===== src/rtl/elastic_pipeline_pkg.sv =====
// elastic_pipeline_pkg: default sizing and legal parameter limits for elastic_pipeline
package elastic_pipeline_pkg;
   localparam int DEF_WIDTH = 8;
   localparam int DEF_DEPTH = 3;
   localparam int MIN_WIDTH = 1;
   localparam int MAX_WIDTH = 64;
   localparam int MIN_DEPTH = 1;
   localparam int MAX_DEPTH = 16;
endpackage


===== src/rtl/elastic_pipeline_stage.sv =====
// pipe_stage: one valid/data register pair with load, hold and valid-clear control
module pipe_stage
   import elastic_pipeline_pkg::*;
#(
   parameter int WIDTH = DEF_WIDTH
) (
   input  logic             clk,
   input  logic             rst,
   input  logic             load,
   input  logic             clear,
   input  logic             d_valid,
   input  logic [WIDTH-1:0] d_data,
   output logic             q_valid,
   output logic [WIDTH-1:0] q_data
);
   // clear drops only the valid bit; the data register keeps its stale word
   always_ff @(posedge clk or posedge rst)
      if (rst) begin
         q_valid <= 1'b0;
         q_data  <= '0;
      end else begin
         q_valid <= clear ? 1'b0 : (load ? d_valid : q_valid);
         if (load && !clear) q_data <= d_data;
      end
endmodule


===== src/rtl/elastic_pipeline.sv =====
// elastic_pipeline: DEPTH-stage valid/ready register pipeline with bubble collapse and flush
module elastic_pipeline
   import elastic_pipeline_pkg::*;
#(
   parameter int WIDTH = DEF_WIDTH,
   parameter int DEPTH = DEF_DEPTH
) (
   input  logic                       clk,
   input  logic                       rst,
   input  logic                       in_valid,
   output logic                       in_ready,
   input  logic [WIDTH-1:0]           in_data,
   output logic                       out_valid,
   input  logic                       out_ready,
   output logic [WIDTH-1:0]           out_data,
   input  logic                       flush,
   output logic [DEPTH*WIDTH-1:0]     stage_data,
   output logic [DEPTH-1:0]           stage_valid,
   output logic [$clog2(DEPTH+1)-1:0] occupancy
);
   localparam int OW = $clog2(DEPTH + 1);
   logic [DEPTH-1:0]            sv;
   logic [DEPTH-1:0]            rdy;
   logic [DEPTH-1:0][WIDTH-1:0] sd;
   if (WIDTH < MIN_WIDTH || WIDTH > MAX_WIDTH || DEPTH < MIN_DEPTH || DEPTH > MAX_DEPTH) begin : g_bad_param
      $error("elastic_pipeline: WIDTH or DEPTH out of legal range");
   end
   for (genvar i = 0; i < DEPTH; i++) begin : g_stage
      logic             pv;
      logic [WIDTH-1:0] pd;
      // a stage can move when any stage downstream of it, or the sink, has room
      assign rdy[i] = out_ready | ~(&sv[DEPTH-1:i]);
      if (i == 0) begin : g_head
         assign pv = in_valid;
         assign pd = in_data;
      end else begin : g_body
         assign pv = sv[i-1];
         assign pd = sd[i-1];
      end
      pipe_stage #(.WIDTH(WIDTH)) u_stage (
         .clk     (clk),
         .rst     (rst),
         .load    (rdy[i]),
         .clear   (flush),
         .d_valid (pv),
         .d_data  (pd),
         .q_valid (sv[i]),
         .q_data  (sd[i])
      );
   end
   assign in_ready    = rdy[0] & ~flush;
   assign out_valid   = sv[DEPTH-1];
   assign out_data    = sd[DEPTH-1];
   assign stage_valid = sv;
   assign stage_data  = sd;
   always_comb begin
      occupancy = '0;
      for (int i = 0; i < DEPTH; i++) occupancy = occupancy + OW'(sv[i]);
   end
endmodule


===== config.mk =====
export PLATFORM = sky130hd
export DESIGN_NAME = elastic_pipeline
export DESIGN_NICKNAME = d
export VERILOG_FILES = /design/src/rtl/elastic_pipeline_pkg.sv /design/src/rtl/elastic_pipeline_stage.sv /design/src/rtl/elastic_pipeline.sv
export SDC_FILE = /design/constraint.sdc
export NUM_CORES = 1
export LEC_CHECK = 0
export CORE_ASPECT_RATIO = 1.5
export CORE_MARGIN = 2
export CORE_UTILIZATION = 35
export CTS_CLUSTER_DIAMETER = 150
export DETAILED_ROUTE_END_ITERATION = 10
export DONT_BUFFER_PORTS = 1
export PLACE_DENSITY_LB_ADDON = 0.1
export RECOVER_POWER = 50
export SLEW_MARGIN = 10
export SYNTH_ARGS = -nofsm -noshare
export SYNTH_HDL_FRONTEND = slang
export SYNTH_SLANG_ARGS = --single-unit
export TNS_END_PERCENT = 20

===== constraint.sdc =====
create_clock -name clk -period 1.6 [get_ports clk]
set_input_delay 0.32 -clock clk [delete_from_list [all_inputs] [get_ports clk]]
set_output_delay 0.32 -clock clk [all_outputs]
set_load 0.01 [all_outputs]

== After elaboration in Yosys (flattened, before gate mapping) ==
Index checks and enable logic that the tools add are counted.

* Flip-flop bits (word level): 27
* Input bits: 13
* Output and inout port bits: 39
* Logic and storage cells: 31

* $add $sub $neg: 2
* Muxes and demuxes: 6
* Bitwise operators: 8
* Reductions and logical operators: 9

{| class="wikitable"
|+ Operators with widths
! cell !! number
|-
| 1-bit 2-to-1 mux || 6
|-
| 2-bit nonzero test || 3
|-
| 1-bit NOT || 4
|-
| 1-bit logical AND || 3
|-
| 1-bit OR || 3
|-
| 3-bit AND reduction || 1
|-
| 1-bit by 1-bit adder with 2-bit output || 1
|-
| 2-bit by 1-bit adder with 2-bit output || 1
|-
| 2-bit AND reduction || 1
|-
| 1-bit bitwise AND || 1
|-
| 1-bit zero test || 1
|}

== Depth between registers and ports, before layout ==
* Word-level depth: 5
* Gate-level depth with buffers: 4
* Mapped depth without buffers: 3

== Cells and area by module ==
A second synthesis with hierarchy kept.

* Cell total of the unflattened synthesis: 89
* Area total of the unflattened synthesis: 1333.8 um^2

{| class="wikitable"
|+ By module, submodules not included
! module !! times used !! cells each !! area an instance (um^2) !! sequential area each (um^2)
|-
| pipe_stage || 3 || 22 || 387.9 || 225.2
|-
| elastic_pipeline || 1 || 23 || 170.2 || 0.0
|}

== Worst setup path after synthesis ==
No wires, ideal clock.

* Kind: flip-flop to flip-flop
* From: register g_stage[2].u_stage.q_valid
* To: register g_stage[0].u_stage.q_data[0]
* Setup time: 0.125 ns
* Arrival time: 1.390 ns
* Required time: 1.475 ns
* Path slack: 0.085 ns
* Cell stages (with the launch flop): 5
* Path buffers: 1
* Period minus slack after synthesis: 1.515 ns
* Path through: dfrtp_1 -> nor2b_4 -> buf_6 -> a31oi_4 -> mux2_2

* Word-level cells in the longest chain between the ends: 4

{| class="wikitable"
|+ Ends and longest elaborated chain
! what !! line !! RTL
|-
| start: declaration || elastic_pipeline_stage.sv:13 || <nowiki>output logic q_valid,</nowiki>
|-
| start signal: assignment || elastic_pipeline_stage.sv:22 || <nowiki>q_valid <= clear ? 1'b0 : (load ? d_valid : q_valid);</nowiki>
|-
| 3-bit AND reduction || elastic_pipeline.sv:32 || <nowiki>assign rdy[i] = out_ready | ~(&sv[DEPTH-1:i]);</nowiki>
|-
| 1-bit NOT || elastic_pipeline.sv:32 ||
|-
| 1-bit OR || elastic_pipeline.sv:32 ||
|-
| 1-bit logical AND || elastic_pipeline_stage.sv:23 || <nowiki>if (load && !clear) q_data <= d_data;</nowiki>
|-
| end signal: assignment || elastic_pipeline_stage.sv:23 ||
|-
| end: declaration || elastic_pipeline_stage.sv:14 || <nowiki>output logic [WIDTH-1:0] q_data</nowiki>
|}

Every way passes these cells.
A chain may end at the register's enable or synchronous reset.

== Final worst setup path ==
* From: register g_stage[0].u_stage.q_valid
* To: output port occupancy[0]

* Word-level cells in the longest chain between the ends: 2

{| class="wikitable"
|+ Ends and longest elaborated chain
! what !! line !! RTL
|-
| start: declaration || elastic_pipeline_stage.sv:13 ||
|-
| start signal: assignment || elastic_pipeline_stage.sv:22 ||
|-
| 1-bit by 1-bit adder with 2-bit output || elastic_pipeline.sv:58 || <nowiki>for (int i = 0; i < DEPTH; i++) occupancy = occupancy + OW'(sv[i]);</nowiki>
|-
| 2-bit by 1-bit adder with 2-bit output || elastic_pipeline.sv:58 ||
|-
| end: declaration || elastic_pipeline.sv:19 || <nowiki>output logic [$clog2(DEPTH+1)-1:0] occupancy</nowiki>
|}

Every way passes these cells.

==> results.yml <==
yosys:
  muxShareOfSynthArea: 0.2345
  synth_area_sq_mm: 0.001152
  yosys_warnings: 0
  avgSynthCellArea_sq_um: 15.16
  synth_xor_area_frac: 0
  yosysMostFrequentCell: "dfrtp_1"
  ys_seq_elements: 27
  yosysUniqueCellTypes: 14
  yosys-top-cells-count: "dfrtp_1 (27), mux2_2 (24), buf_4 (11)"
  syn_nets: 90
  ys.flop_type: "dfrtp_1"
  synth.area.top_cells: "dfrtp_1 (59%), mux2_2 (23%), buf_4 (7.2%), a31oi_4 (1.8%), fa_1 (1.7%)"
  yosysTopAreaCellShare: 0.5863
  synth-async-reset-ratio: 1.000
  synth_edf_count: 0
  yosysSeqAreaShare: 0.5863
  synth_top_family_by_area: "multiplexers"
  synth_adder_area_share: 0.01737
  yosysTopAreaCell: "dfrtp_1"
  synthCells: 76
  synth_compound_area_frac: 0.04235
  synthSimpleGateAreaFrac: 0.03040
routing:
  num_vias: 580
  wirelength_um: 2022
  drt_pass1_iterations: 2
  vias_per_cell: 5.043
  postRouteAntennaNets: 0
  drt_iter0_drc: 3
  wl_per_cell_um: 17.58
  drc_errors: 0
final_layout:
  layout.nets: 90
  layout-drive-gt1-share: 0.5467
  post-route-util: 0.3838
  antenna_cells: 0
  fin_area_sq_mm: 0.001212
  syn2layout_area_growth_pct: 5.212
clock_network:
  clock_sinks: 27
  hold_buffers: 0
  clk_pin_slew_ns: 0.08
  root_buffer: "clkbuf_8"
  h-tree-depth: 1
  cts_buffers: 3
  clockBufferDepth: 2
  tritoncts: "built"
  clk_latency_ns: 0.26
sta:
  relSlewSlack: 0.5556
  rsz0062_at_grt: "true"
  timing.final.crit_period_ns: 1.675
  max_freq_mhz: 596.9
  hold_ws_ns: 0.1069
  skew_ns: 0.002478
  setup_ws_ns: -0.07522
  finalMaxSlewViolations: 0
  finalHoldViolations: 0
  finalCritPeriodShare: 1.047
  fin_tns_setup_ns: -0.07522
  tightest_slew_ns: 0.6666
  setup_viol: 1
power:
  p_sw_mw: 0.4119
  seqPwrFrac: 0.640
  pwr_density_cell_mw_per_mm2: 1209
  comb_power_share: 0.107
  p_int_mw: 1.053
  clkPwrFrac: 0.253
  leakage_nw: 0.5128
  ir_worst_vdd_uv: 397.3
  swShare: 0.2811
critical_path:
  startpoint_type: "register"
  crit_fanout: 5
  cpMaxStageDelayCell: "fa_1"
  timing.critical_path.buf_inv: 0
  end_kind: "output pin"
  criticalPathCategory: "reg -> out"
  cpPeakStageDelay_ns: 0.61
  cp_data_required_time_ns: 1.28
  cp_top_family: "adder cells"
  cp.arrival_ns: 1.36
  path_cells: "fa_1"
hold_path:
  hold_class: "in -> async"
die:
  fp.dieH_um: 74.28
  ios: 52
  dieWidth_um: 50.85
  core_sq_mm: 0.003159
  initial_utilization: 0.3648
  design.die.area_sq_mm: 0.003777
  std_cell_rows: 25
grt:
  grt_pass1_wl_um: 3305
  grt_usage: 0.1234
  antenna_found_initial: 0
  grt_max_degree: 28
  grt_pass1_vias: 665
  overflow: 0
place:
  post-place-ws_ns: 0.1265
  hpwl_um: 1437
  port_buffers: 0
  gp_congestion: 0.5527
  placed_cell_area_sq_mm: 0.001149
status:
  violations: "negative setup slack"
  status: "finished, violations left"
run:
  maxCapViolations: 0
-- power by group through the flow --
stage,Clock (mW),Sequential (mW),Combinational [mW]
after global routing,0.423,0.959,0.176
after floorplan,0,0.903,0.220
after CTS,0.400,0.943,0.161
after global placement,0,0.955,0.154
final,0.371,0.938,0.156
after detailed placement,0,0.957,0.158
-- cells by family after synthesis --
| family | Yosys count |
|---|---|
| adders and majority gates | 1 |
| buffers and inverters | 14 |
| DFF | 27 |
| AOI/OAI and AO/OA | 4 |
| and+or+nand+nor | 6 |
| muxes | 24 |
-- final timing paths --
path	startpoint	end	slack, ns	cells after the start
hold reg to reg	g_stage[0].u_stage.q_data[6]	g_stage[0].u_stage.q_data[6]	0.61	1
hold / removal	rst	g_stage[1].u_stage.q_valid	0.11	2
max in group asynchronous	rst	g_stage[0].u_stage.q_valid	1.03	2
setup reg to reg	g_stage[2].u_stage.q_valid	g_stage[1].u_stage.q_data[3]	0.03	5
min in group clk	flush	g_stage[1].u_stage.q_valid	0.11	1
setup / recovery	g_stage[0].u_stage.q_valid	occupancy[0]	-0.08	1
-- metrics by stage --
stage / total power, mW / std cells
floorplan: 1.123 / 76
global placement: 1.108 / 109
detailed placement: 1.115 / 109
CTS: 1.503 / 114
global route: 1.558 / 115
finish: 1.465 / 115
-- per-layer routing --
layer / GRT usage / up-vias / share of wire
li1: - / 246 / -
met1: 0.1336 / 307 / 0.40
met2: 0.2135 / 25 / 0.52
met3: 0.04217 / 2 / 0.075
met4: 0.06306 / 0 / 0.012
met5: 0 / - / 0
-- state kept, by name, summed over array words and instances (netlist names) --
| signal | cells |
|---|---|
| g_stage.u_stage.q_data | 24 |
| g_stage.u_stage.q_valid | 3 |
-- what timing repair did --
action / CTS / global route
gates resized for setup: 0 / 3
setup endpoints to repair: 3 / 3
pin swaps: 1 / 2
buffers inserted: 1 / 1
-- cell type report --
class | count | area [sq um]
fill | 301 | 1947
sequential | 27 | 678.2
multi-input combinational | 35 | 374.1
timing repair buffer | 8 | 61.31
tap | 40 | 50.05
clock buffer | 4 | 45.04
inverter | 1 | 3.754
-- placed cells by master (no fill, tap or decap) --
| master | n |
|---|---|
| inv_1 | 1 |
| a21oi_4 | 1 |
| mux2_2 | 24 |
| dfrtp_2 | 2 |
| buf_6 | 1 |
| a21oi_1 | 1 |
| clkbuf_2 | 1 |
| nor2_2 | 1 |
| dfrtp_1 | 25 |
| nor2_1 | 4 |
| clkbuf_1 | 1 |
| fa_1 | 1 |
| clkbuf_8 | 3 |
| a31oi_4 | 1 |
| buf_4 | 6 |
| nor2b_4 | 1 |
| a31oi_1 | 1 |
Note: power is estimated with default switching activity, not from simulation.
